## config.mk

```make
export PLATFORM = sky130hd
export DESIGN_NAME = upc_checkout_monitor
export DESIGN_NICKNAME = d
export VERILOG_FILES = /design/src/rtl/upc_checkout_monitor.sv
export SDC_FILE = /design/constraint.sdc
export NUM_CORES = 1
export LEC_CHECK = 0
export BUFFER_PORTS_ARGS = -buffer_cell sky130_fd_sc_hd__buf_2
export CAP_MARGIN = 20
export CORE_ASPECT_RATIO = 1.4
export CORE_MARGIN = 2
export CORE_UTILIZATION = 42
export CTS_BUF_LIST = sky130_fd_sc_hd__clkbuf_8
export CTS_CLUSTER_SIZE = 30
export DETAILED_ROUTE_END_ITERATION = 12
export PLACE_DENSITY = 0.68
export REMOVE_ABC_BUFFERS = 1
export SYNTH_ARGS = -nofsm -noshare
export SYNTH_HDL_FRONTEND = slang
export SYNTH_SLANG_ARGS = --single-unit
export TNS_END_PERCENT = 1
```

## constraint.sdc

```tcl
create_clock -name clk -period 2.5 [get_ports clk]
set_input_delay 0.5 -clock clk [delete_from_list [all_inputs] [get_ports clk]]
set_output_delay 0.5 -clock clk [all_outputs]
set_load 0.03 [all_outputs]
```

## src/rtl/upc_checkout_monitor.sv

```systemverilog
`default_nettype none
// ============================================================================
// Module      : upc_checkout_monitor
// Description : Tallies discounted/stolen checkout scans with saturating
//               counters and drives a timed blinking alarm whenever a stolen
//               item is scanned. Sits between the UPC status decoder and the
//               LED/HEX display logic on a single clock domain.
// Revision    : 1.0 - initial release
// ============================================================================
module upc_checkout_monitor #(
   parameter int BLINK_HALF = 25000000,  // cycles per LED on/off phase (>= 2)
   parameter int NUM_BLINKS = 3,         // full on/off periods per trigger (>= 1)
   parameter int CNT_W      = 4          // width of each tally counter
) (
   input  logic             clk,
   input  logic             reset,
   input  logic             scan,
   input  logic             D,
   input  logic             S,
   input  logic             ack,
   input  logic             clr_counts,
   output logic             alarm,
   output logic             blink,
   output logic [CNT_W-1:0] disc_cnt,
   output logic [CNT_W-1:0] stolen_cnt
);

   localparam int TMR_W  = (BLINK_HALF > 1) ? $clog2(BLINK_HALF) : 1;
   localparam int BCNT_W = (NUM_BLINKS > 1) ? $clog2(NUM_BLINKS) : 1;

   localparam logic [TMR_W-1:0]  C_TMR_LAST  = TMR_W'(BLINK_HALF - 1);
   localparam logic [TMR_W-1:0]  C_TMR_ONE   = TMR_W'(1);
   localparam logic [BCNT_W-1:0] C_BCNT_LAST = BCNT_W'(NUM_BLINKS - 1);
   localparam logic [BCNT_W-1:0] C_BCNT_ONE  = BCNT_W'(1);
   localparam logic [CNT_W-1:0]  C_CNT_MAX   = {CNT_W{1'b1}};
   localparam logic [CNT_W-1:0]  C_CNT_ONE   = CNT_W'(1);

   typedef enum logic [1:0] {
      ST_IDLE = 2'd0,
      ST_ON   = 2'd1,
      ST_OFF  = 2'd2
   } state_t;

   state_t             r_state;
   state_t             w_state_nxt;
   logic [TMR_W-1:0]   r_timer;
   logic [TMR_W-1:0]   w_timer_nxt;
   logic [BCNT_W-1:0]  r_bcnt;
   logic [BCNT_W-1:0]  w_bcnt_nxt;
   logic               r_alarm;
   logic               r_blink;
   logic [CNT_W-1:0]   r_disc_cnt;
   logic [CNT_W-1:0]   r_stolen_cnt;
   logic               w_trig;

   // A stolen item scanned at any point (re)starts the alarm sequence.
   assign w_trig = scan & S;

   // Alarm FSM state, phase timer and blink counter registers.
   always_ff @(posedge clk or posedge reset) begin
      if (reset) begin
         r_state <= ST_IDLE;
         r_timer <= '0;
         r_bcnt  <= '0;
      end else begin
         r_state <= w_state_nxt;
         r_timer <= w_timer_nxt;
         r_bcnt  <= w_bcnt_nxt;
      end
   end

   // Next-state logic: retrigger beats ack and end-of-sequence; ack aborts.
   always_comb begin
      w_state_nxt = r_state;
      w_timer_nxt = r_timer;
      w_bcnt_nxt  = r_bcnt;
      case (r_state)
         ST_IDLE: begin
            if (w_trig) begin
               w_state_nxt = ST_ON;
               w_timer_nxt = '0;
               w_bcnt_nxt  = '0;
            end
         end
         ST_ON: begin
            if (w_trig) begin
               w_state_nxt = ST_ON;
               w_timer_nxt = '0;
               w_bcnt_nxt  = '0;
            end else if (ack) begin
               w_state_nxt = ST_IDLE;
               w_timer_nxt = '0;
               w_bcnt_nxt  = '0;
            end else if (r_timer == C_TMR_LAST) begin
               w_state_nxt = ST_OFF;
               w_timer_nxt = '0;
            end else begin
               w_timer_nxt = r_timer + C_TMR_ONE;
            end
         end
         ST_OFF: begin
            if (w_trig) begin
               w_state_nxt = ST_ON;
               w_timer_nxt = '0;
               w_bcnt_nxt  = '0;
            end else if (ack) begin
               w_state_nxt = ST_IDLE;
               w_timer_nxt = '0;
               w_bcnt_nxt  = '0;
            end else if (r_timer == C_TMR_LAST) begin
               w_timer_nxt = '0;
               if (r_bcnt == C_BCNT_LAST) begin
                  w_state_nxt = ST_IDLE;
                  w_bcnt_nxt  = '0;
               end else begin
                  w_state_nxt = ST_ON;
                  w_bcnt_nxt  = r_bcnt + C_BCNT_ONE;
               end
            end else begin
               w_timer_nxt = r_timer + C_TMR_ONE;
            end
         end
         default: begin
            w_state_nxt = ST_IDLE;
            w_timer_nxt = '0;
            w_bcnt_nxt  = '0;
         end
      endcase
   end

   // Registered LED outputs decoded from the next state so they align with it.
   always_ff @(posedge clk or posedge reset) begin
      if (reset) begin
         r_alarm <= 1'b0;
         r_blink <= 1'b0;
      end else begin
         r_alarm <= (w_state_nxt != ST_IDLE);
         r_blink <= (w_state_nxt == ST_ON);
      end
   end

   // Saturating tallies; clear takes priority over a same-cycle scan.
   always_ff @(posedge clk or posedge reset) begin
      if (reset) begin
         r_disc_cnt   <= '0;
         r_stolen_cnt <= '0;
      end else if (clr_counts) begin
         r_disc_cnt   <= '0;
         r_stolen_cnt <= '0;
      end else if (scan) begin
         if (D && (r_disc_cnt != C_CNT_MAX)) begin
            r_disc_cnt <= r_disc_cnt + C_CNT_ONE;
         end
         if (S && (r_stolen_cnt != C_CNT_MAX)) begin
            r_stolen_cnt <= r_stolen_cnt + C_CNT_ONE;
         end
      end
   end

   assign alarm      = r_alarm;
   assign blink      = r_blink;
   assign disc_cnt   = r_disc_cnt;
   assign stolen_cnt = r_stolen_cnt;

endmodule
`default_nettype wire

```

Yosys cells after proc, flatten, opt, wreduce, memory -nomap -nowiden:

Cells that the tools add are included.

* bits in registers: 39
* latch bits: 0
* RAM bits: 0
* bits in read-only memories: 0
* input bits: 7
* output and inout port bits: 10
* word-level logic and storage cells: 61
* memories kept: 0

* $add $sub $neg: 4
* multiply operators: 0
* div/mod/pow operators: 0
* order comparisons: 0
* eq/ne operators: 10
* shifts and indexed selects: 0
* muxes and demuxes: 28
* bitwise logic cells: 1
* reductions and logical operators: 11

Operators by type and width (count)
* $mux W25: 4
* $pmux W25 S2: 1
* $mux W2: 14
* $add A25 B1 Y25 const B: 1
* $eq A25 B25 Y1 const B: 1
* $mux W4: 6
* $ne A4 B4 Y1 const B: 3
* $pmux W2 S3: 2
* $add A4 B1 Y4 const B: 2
* $reduce_bool A2 Y1: 4
* $eq A2 B1 Y1 const B: 2
* $eq A2 B2 Y1 const B: 2
* $reduce_and A2 Y1: 2
* $ne A3 B3 Y1 const B: 1
* $reduce_and A3 Y1: 1
* $add A2 B1 Y2 const B: 1
* $logic_and A1 B1 Y1: 2
* $logic_not A2 Y1: 1
* $ne A2 B2 Y1 const B: 1
* $reduce_or A2 Y1: 1
* $and A1 B1 Y1: 1
* $mux W1: 1

Logic depth before layout (Yosys ltp):

Gate-level depths: netlist of run 1.

* depth after elaboration: 7
* gate-level depth with buffers: 8
* depth with buffers taken out: 7

Worst setup path after synthesis of run 1:

OpenSTA, ideal clock, no wires.

* path type: register -> register
* from: register r_state[0]
* to: register r_timer[8]
* setup time: 0.077 ns
* data arrival time: 1.652 ns
* required time: 2.423 ns
* slack: 0.771 ns
* stages on the path, launching flop included: 8
* path buffers: 1
* period minus slack after synthesis: 1.729 ns
* cells stage by stage: dfrtp_1 -> inv_1 -> ha_1 -> a21bo_2 -> clkbuf_1 -> nand3_1 -> or2_2 -> a21oi_1

* longest elaborated chain between the ends: 3
* elaborated cells between the ends (all ways): 6
* those cells by class: 3 x eq/ne; 1 x mux; 2 x reduce/logical

RTL lines
* start: declaration: line 44 `state_t r_state;`
* start signal: assignment: line 66 `r_state <= w_state_nxt;`
* $eq A2 B2 Y1 or $eq A2 B1 Y1 (tied branches): line 77 `case (r_state)`
* $reduce_or A2 Y1 (no source line)
* $pmux W25 S2: line 77
* end signal: assignment: line 67 `r_timer <= w_timer_nxt;`
* end: declaration: line 46 `logic [TMR_W-1:0] r_timer;`

Several ways; a longest one is shown, not always the timed one.
A chain may end at the register's enable or synchronous reset.

Final worst setup path of run 1:

* from: register r_state[0]
* to: register r_timer[21]

Same word-level chain as after synthesis.

==> results of run 1 <==
-- kinds of logic (layout without fill, tap and decap cells) --
family                   after synthesis  in the layout
AND/OR/NAND/NOR                      105            105
flip-flops                            39             39
XOR/XNOR                              26             26
AO/OA/AOI/OAI                         23             23
buffers and inverters                 14             34
adder cells (fa/ha/maj)                7              7
multiplexers                           2              2
-- placed cells by master (no fill, tap or decap), types with 3 or more instances in the layout --
cell / instances
dfrtp_1: 39
nor2_1: 32
nand2_1: 17
buf_2: 16
xnor2_1: 14
xor2_1: 12
nand3_1: 10
nand4_1: 8
inv_1: 8
nor3_1: 8
ha_1: 7
clkbuf_8: 7
nor4_1: 6
o21ai_0: 5
a21oi_1: 4
and4_1: 3
and3_1: 3
a21o_1: 3
buf_4: 3
-- worst register-to-register path, delay by kind of cell (launching register included) --
| kind | cells | cell delay [ns] |
|---|---|---|
| and+or+nand+nor | 3 | 0.68 |
| AOI/OAI and AO/OA | 1 | 0.35 |
| xor gates and xnor gates | 1 | 0.16 |
| buffers and inverters | 1 | 0.10 |
| adders and majority gates | 1 | 0.24 |
| DFF | 1 | 0.41 |
-- state kept, by name (all words and copies together), names as in the netlist --
name and cells:
r_state 2, stolen_cnt 4, disc_cnt 4, r_timer 25, r_bcnt 2, alarm 1, blink 1
-- worst min-delay path by stage --
stage	end	slack [ns]	cells past startpoint
finish	r_timer[5]	0.30	3
global route	r_timer[6]	0.36	3
CTS	disc_cnt[1]	0.33	3
detailed placement	r_timer[1]	0.51	2
global placement	r_timer[1]	0.51	2
floorplan	r_timer[1]	0.47	2
-- area by class of cell --
cell class / instances / area [µm²] / area share, %
tap: 64 / 80.1 / 3.42
sequential: 39 / 976 / 41.6
multi-input combinational: 163 / 1060 / 45.2
clock buffer: 7 / 96.3 / 4.11
timing repair buffer: 19 / 103 / 4.38
clock inverter: 1 / 3.75 / 0.160
inverter: 7 / 26.3 / 1.12
-- per-layer routing --
| metal | wire length (µm) | vias up |
|---|---|---|
| met5 | 0 | - |
| met4 | 94 | 0 |
| met3 | 139 | 9 |
| met2 | 2060 | 30 |
| met1 | 1690 | 767 |
| li1 | - | 793 |
-- stage by stage --
step | power [mW] | std cells | utilization [%] | hold slack [ns]
finish | 1.43 | 300 | 48.4 | 0.299
global route | 1.52 | 300 | 48.4 | 0.359
CTS | 1.45 | 300 | 48.4 | 0.334
detailed placement | 0.987 | 292 | 46.4 | 0.508
global placement | 0.983 | 292 | 46.4 | 0.506
floorplan | 0.899 | 209 | - | 0.468
-- report_power, final --
part / internal, mW / switching, mW
registers: 0.660 / 0.0200
logic: 0.0942 / 0.196
clock network: 0.248 / 0.211
total: 1.00 / 0.428
==> flow_metrics.tcl, run 1 <==
set metrics [dict create \
    num_rows 30 \
    grt_usage_pct 16.4 \
    yosys.area_share.simple_pct 26.6 \
    yosys-top-cells-count "39 x dfrtp_1, 32 x nor2_1, 17 x nand2_1" \
    cpMaxStageDelayCell "dfrtp_1" \
    cts_tree "yes" \
    finalHoldViolations 0 \
    grt_overflow 0 \
    worstPathRequired_ns 2.68 \
    cp.arrival_ns 2.22 \
    die_w_um 63.8 \
    fin_area_um2 2340 \
    synth-xor-area-share_pct 10.8 \
    ios 17 \
    path_cells "inv_1 -> ha_1 -> a21bo_2 -> nand3_1 -> nor4_1 -> xnor2_1 -> nor2_1" \
    synth_fa_ha_area_share_pct 4.17 \
    die-area_um2 5590 \
    synth_ff_type "dfrtp_1" \
    viasPerCell 5.33 \
    fin_crit_ns 2.05 \
    start_kind "register" \
    worstMarginPinSlew_ns 0.481 \
    skew_ns 0.00590 \
    clkSinkCount 39 \
    max_freq_mhz 489 \
    synth_top_area_cell "dfrtp_1" \
    hold_class "input port to asynchronous set/reset pin" \
    crit_start "r_state[0]" \
    drv_cap 0 \
    start_util_pct 43.4 \
    die-height_um 87.7 \
    totalWireLength_um 3980 \
    cp_max_fo 15 \
    cts_buffer_depth 2 \
    diodes 0 \
    r2r_slack_ns 0.45 \
    critical_path_class "register to register" \
    grt_pass1_wl_um 7150 \
    fin_ws_ns 0.454 \
    clkLatencyLatePin_ns 0.29 \
    rsz0062_at_grt "no" \
    synth_top_family_by_area "simple AND/OR/NAND/NOR gates" \
    crit_end "r_timer[21]" \
    met2_usage_pct 28.4 \
    outcome "finished clean" \
    antenna_found_initial 0 \
    detail-route-antenna-nets 0 \
    dpl-instance-area_um2 2240 \
    synth.distinct_cells 45 \
    r2r-start "r_state[0]" \
    clkTransAtPathRegs_ns 0.08 \
    cts_inserted_buffers 5 \
    nets 249 \
    avgSynthCellArea_um2 9.72 \
    cts_setup_buffers 0 \
    synth_warnings 0 \
    post-dp-hpwl_um 2890 \
    end_kind "register" \
    ys_seq_area_share_pct 46.5 \
    io_buffers 16 \
    synthArstFlopShare_pct 100 \
    yosysTopAreaCellShare_pct 46.5 \
    drc 0 \
    setup_tns_ns 0 \
    cpPeakStageDelay_ns 0.41 \
    ys_seq_elements 39 \
    synth-edff-count 0 \
    reg2regPathDepth 7 \
    yosys-top-cells-area "dfrtp_1 46%, xnor2_1 5.8%, nor2_1 5.7%" \
    synth_compound_area_share_pct 7.87 \
    synthMuxAreaShare_pct 0.954 \
    met1_usage_pct 19.2 \
    crit_cells 7 \
    setup_viol 0 \
    vias 1599 \
    cts-htree-levels 2 \
    met3_usage_pct 3.98 \
    synthToLayoutAreaGrowth_pct 11.7 \
    syn_inst 216 \
    dr.pass1.iters 5 \
    relSlewSlack_pct 67.9 \
    grt_start_max_net_pins 40 \
    period_share_pct 81.8 \
    gp_congestion 0.817 \
    wl_per_cell_um 13.3 \
    report.final.slew_viol_count 0 \
    drt_iter0_markers 87 \
    busiest_layer "met2" \
    leakage_nw 1.07 \
    synth_area_um2 2100 \
    drive_above_1_share_pct 16.1 \
    crit_family "simple AND/OR/NAND/NOR gates" \
    synth_most_common_cell "dfrtp_1" \
    power_density_nw_per_um2 610 \
    dp_slack_ns 0.449 \
    worst_r2r_endpoint "r_timer[21]" \
    cts-root-buf "clkbuf_8" \
    critPathBufInv 1 \
    cts_resized 0 \
    holdBufCountCts 0 \
    core-area_um2 4840 \
    nFillCells 449 \
    grt_pass1_vias 1574 \
    peakVddDrop_uv 296 \
]
(Power assumes the default switching activity.)
==> inputs of run 2 (changes only) <==
Clock period 2.5 ns to 2.1 ns, I/O delays scaled along.
==> run 2 against run 1 <==
First-iteration DRC count fell by 44%. Fmax rose by 4.3%. Clock-buffer cell count is 1 lower. Final area rose by 3.6%. Combinational power up 53%. Die area is the same. Sequential power grew 18%. Routed wire length grew 4.6%. Clock power up 43%. Critical path type unchanged. Critical endpoint is now blink. Largest power group unchanged.
==> flow_metrics.tcl, run 2 (synthesized netlist as in run 1, its figures left out) <==
set metrics [dict create \
    report.final.slew_viol_count 0 \
    largest_reg_flops 25 \
    vias 1604 \
    die_w_um 63.8 \
    cts_inserted_buffers 5 \
    viasPerCell 5.28 \
    worstPathRequired_ns 2.33 \
    reg2regPathDepth 5 \
    nets 253 \
    setup_tns_ns 0 \
    grt_overflow 0 \
    drv_cap 0 \
    cts_buffer_depth 2 \
    die-area_um2 5590 \
    r2r-start "r_timer[23]" \
    p_total_mw 1.90 \
    fin_ws_ns 0.138 \
    worst_r2r_endpoint "blink" \
    hold_ws_ns 0.225 \
    drive_above_1_share_pct 18.3 \
    clkTransAtPathRegs_ns 0.08 \
    cts_tree "yes" \
    antenna_found_initial 0 \
    leakage_nw 1.09 \
    skew_ns 0.00552 \
    outcome "finished clean" \
    period_share_pct 93.4 \
    final_common_cell "dfrtp_1" \
    synthToLayoutAreaGrowth_pct 15.7 \
    num_rows 30 \
    rsz0062_at_grt "no" \
    peakVddDrop_uv 510 \
    end_kind "register" \
    totalWireLength_um 4170 \
    die-height_um 87.7 \
    post-dp-hpwl_um 2960 \
    relSlewSlack_pct 67.4 \
    cts-htree-levels 2 \
    grt_start_max_net_pins 40 \
    grt_pass1_wl_um 7250 \
    start_kind "register" \
    wl_per_cell_um 13.7 \
    diodes 0 \
    power_density_nw_per_um2 784 \
    finalHoldViolations 0 \
    clkSinkCount 39 \
    max_flop_register "r_timer" \
    clkLatencyLatePin_ns 0.30 \
    worstMarginPinSlew_ns 0.489 \
    dp_slack_ns 0.171 \
    cts-root-buf "clkbuf_8" \
    critical_path_class "register to register" \
    hold_class "input port to asynchronous set/reset pin" \
    cp_max_fo 6 \
    grt_usage_pct 16.9 \
    cp.arrival_ns 2.20 \
    dr.pass1.iters 4 \
    grt_pass1_vias 1595 \
    drc 0 \
    layout_common_cells "39 x dfrtp_1, 32 x nor2_1, 17 x nand2_1" \
    detail-route-antenna-nets 0 \
    gp_congestion 0.812 \
    fin_crit_ns 1.96 \
    r2r_slack_ns 0.14 \
    setup_viol 0 \
    core-area_um2 4840 \
    max_freq_mhz 510 \
    ios 17 \
    io_buffers 16 \
    start_util_pct 43.4 \
    drt_iter0_markers 49 \
    dpl-instance-area_um2 2280 \
    fin_area_um2 2430 \
]
[run 2: layer usage]
metal,GRT usage [%],vias up,routed length (µm)
li1,-,798,-
met1,19.6,776,1820
met2,29.4,21,2130
met3,3.86,9,114
met4,8.70,0,99
met5,0,-,0
[run 2: worst max-delay path by stage]
stage / from / endpoint / slack [ns]
global route: r_timer[11] / alarm / 0.005
detailed placement: r_timer[0] / blink / 0.17
finish: r_timer[23] / blink / 0.14
floorplan: r_timer[0] / r_timer[10] / 0.24
global placement: r_timer[0] / blink / 0.18
CTS: r_timer[0] / blink / 0.12
[run 2: power breakdown]
group / total, mW / switching, mW / internal (mW)
Combinational: 0.445 / 0.272 / 0.173
Sequential: 0.803 / 0.0179 / 0.785
Clock: 0.657 / 0.272 / 0.384
Total: 1.90 / 0.562 / 1.34
[run 2: layout make-up]
type | count | area, µm²
fill | 466 | 2410
tap | 64 | 80.1
clock buffer | 6 | 82.6
timing repair buffer | 23 | 145
inverter | 7 | 26.3
multi-input combinational | 163 | 1080
sequential | 39 | 976
clock inverter | 2 | 35.0
[run 2: repair_timing]
| action | CTS | global route |
|---|---|---|
| endpoints found under the hold margin | 0 | 0 |
| setup buffers | 0 | 1 |
| endpoints found under the setup margin | 0 | 1 |
| resized for setup | 0 | 3 |
| hold buffers | 0 | 0 |
[run 2: through the flow]
step	util [%]	cells
after global routing	50.2	304
after CTS	49.5	303
after floorplan	-	209
after detailed placement	47.1	295
final	50.2	304
after global placement	47.1	295
[run 2: critical path: stages (launching register included)]
cell	delay, ns
dfrtp_1	0.43
nor4b_2	0.38
nand4_4	0.18
or3_4	0.41
a311oi_4	0.32
nor2b_1	0.17
==> inputs of run 3 (changes only) <==
Settings changed: ABC_AREA set to 1.
==> run 3 against run 2 <==
Critical path depth increased by 5. Utilization down 0.81 points. Final cell count up 32%. Worst hold slack improved by 0.0079 ns. Clock power increased by 12%. Sequential power is 3.9% higher. Clock-buffer cell count decreased by 1. Clock skew rose by 0.0041 ns. Combinational power increased by 0.9%. Via count up 22%. First-iteration DRC count up 86%. Die area increased by 8.6%.
==> flow_metrics.tcl, run 3 <==
set metrics [dict create \
    outcome "finished clean" \
    report.final.slew_viol_count 0 \
    r2r_slack_ns 0.35 \
    grt_pass1_wl_um 8610 \
    max_freq_mhz 570 \
    clkTransAtPathRegs_ns 0.08 \
    final_common_cell "nand2_1" \
    synth_warnings 0 \
    crit_start "r_timer[0]" \
    start_util_pct 43.7 \
    yosys-top-cells-count "69 x nand2_1, 53 x nor2_1, 46 x inv_1" \
    totalWireLength_um 4670 \
    synth-edff-count 0 \
    power_density_nw_per_um2 782 \
    r2r-start "r_timer[0]" \
    io_buffers 16 \
    p_total_mw 2.02 \
    drc 0 \
    grt_overflow 0 \
    avgSynthCellArea_um2 7.36 \
    relSlewSlack_pct 67.7 \
    die-height_um 91.4 \
    cts_resized 0 \
    setup_tns_ns 0 \
    num_rows 31 \
    worstMarginPinSlew_ns 0.485 \
    die-area_um2 6070 \
    grt_start_max_net_pins 40 \
    ys_seq_area_share_pct 42.6 \
    reg2regPathDepth 10 \
    setup_viol 0 \
    nets 348 \
    critical_path_class "register to register" \
    worstPathRequired_ns 2.27 \
    largest_reg_flops 25 \
    layout_common_cells "69 x nand2_1, 53 x nor2_1, 47 x inv_1" \
    core-area_um2 5240 \
    start_kind "register" \
    gp_congestion 0.888 \
    cp.arrival_ns 1.92 \
    grt_usage_pct 17.9 \
    post-dp-hpwl_um 3550 \
    cts_setup_buffers 0 \
    clkLatencyLatePin_ns 0.29 \
    synth_top_area_cell "dfrtp_1" \
    period_share_pct 83.5 \
    holdBufCountCts 0 \
    die_w_um 66.4 \
    wl_per_cell_um 11.6 \
    end_kind "register" \
    skew_ns 0.00965 \
    detail-route-antenna-nets 0 \
    viasPerCell 4.90 \
    ys_seq_elements 39 \
    synth.distinct_cells 25 \
    cts-root-buf "clkbuf_8" \
    ios 17 \
    dp_cells 393 \
    cts-htree-levels 2 \
    drive_above_1_share_pct 14.6 \
    cts_buffer_depth 2 \
    synth_area_um2 2290 \
    peakVddDrop_uv 566 \
    cp_max_fo 19 \
    max_flop_register "r_timer" \
    diodes 0 \
    dr.pass1.iters 4 \
    rsz0062_at_grt "no" \
    final_core_util_pct 49.4 \
    antenna_found_initial 0 \
    synthArstFlopShare_pct 100 \
    synthToLayoutAreaGrowth_pct 12.9 \
    yosys-top-cells-area "dfrtp_1 43%, nand2_1 11%, nor2_1 8.7%" \
    cts_inserted_buffers 5 \
    syn_inst 311 \
    final_cells 401 \
    drt_iter0_markers 91 \
    drv_cap 0 \
    grt_pass1_vias 2034 \
    synth_ff_type "dfrtp_1" \
    vias 1964 \
    synth_most_common_cell "nand2_1" \
    fin_crit_ns 1.75 \
    hold_class "input port to asynchronous set/reset pin" \
    leakage_nw 1.24 \
    yosysTopAreaCellShare_pct 42.6 \
    cts_tree "yes" \
    clkSinkCount 39 \
    finalHoldViolations 0 \
]
run 3: critical path, stage by stage, from the launching register on:
cell and delay [ns]:
dfrtp_1 0.40, ha_1 0.20, nand3_1 0.10, inv_1 0.13, nand2_1 0.07, nor2_1 0.17
nand2_2 0.11, nand3_2 0.11, nand2_4 0.09, inv_4 0.18, nor2_1 0.08
run 3: kinds of logic after synthesis:
logic type | count (synthesis) | share of synthesized area (%)
buffers and inverters | 53 | 9.13
flip-flops | 39 | 42.6
AND/OR/NAND/NOR | 177 | 35.2
adder cells (fa/ha/maj) | 7 | 3.82
AO/OA/AOI/OAI | 28 | 6.56
XOR/XNOR | 7 | 2.68
run 3: cell type report:
type / count / area (µm²)
Sequential cell: 39 / 976
Fill cell: 544 / 2650
Clock buffer: 5 / 68.8
Inverter: 51 / 194
Tap cell: 66 / 82.6
Multi-Input combinational cell: 219 / 1100
Timing Repair Buffer: 18 / 95.1
Clock inverter: 3 / 63.8
run 3: final timing paths:
check | to
setup / recovery | r_timer[8]
hold / removal | disc_cnt[0]
setup reg to reg | r_timer[8]
hold reg to reg | disc_cnt[3]
max in group asynchronous | r_timer[13]
min in group clk | disc_cnt[1]
run 3: per-stage QoR:
stage / setup slack [ns] / hold slack, ns / area, µm²
floorplan: 0.481 / 0.475 / 2270
global placement: 0.383 / 0.476 / 2450
detailed placement: 0.341 / 0.480 / 2450
CTS: 0.327 / 0.256 / 2580
global route: 0.120 / 0.281 / 2580
finish: 0.346 / 0.233 / 2580
run 3: layer usage:
layer | vias up | global-route usage (%) | share of wire, %
li1 | 1022 | - | -
met1 | 905 | 20.9 | 44
met2 | 29 | 32.2 | 51
met3 | 8 | 4.09 | 2.8
met4 | 0 | 4.76 | 1.8
met5 | - | 0 | 0
run 3: report_power, final:
part	internal, mW	switching, mW	total (mW)
clock network	0.470	0.269	0.739
logic	0.124	0.325	0.449
registers	0.800	0.0345	0.834
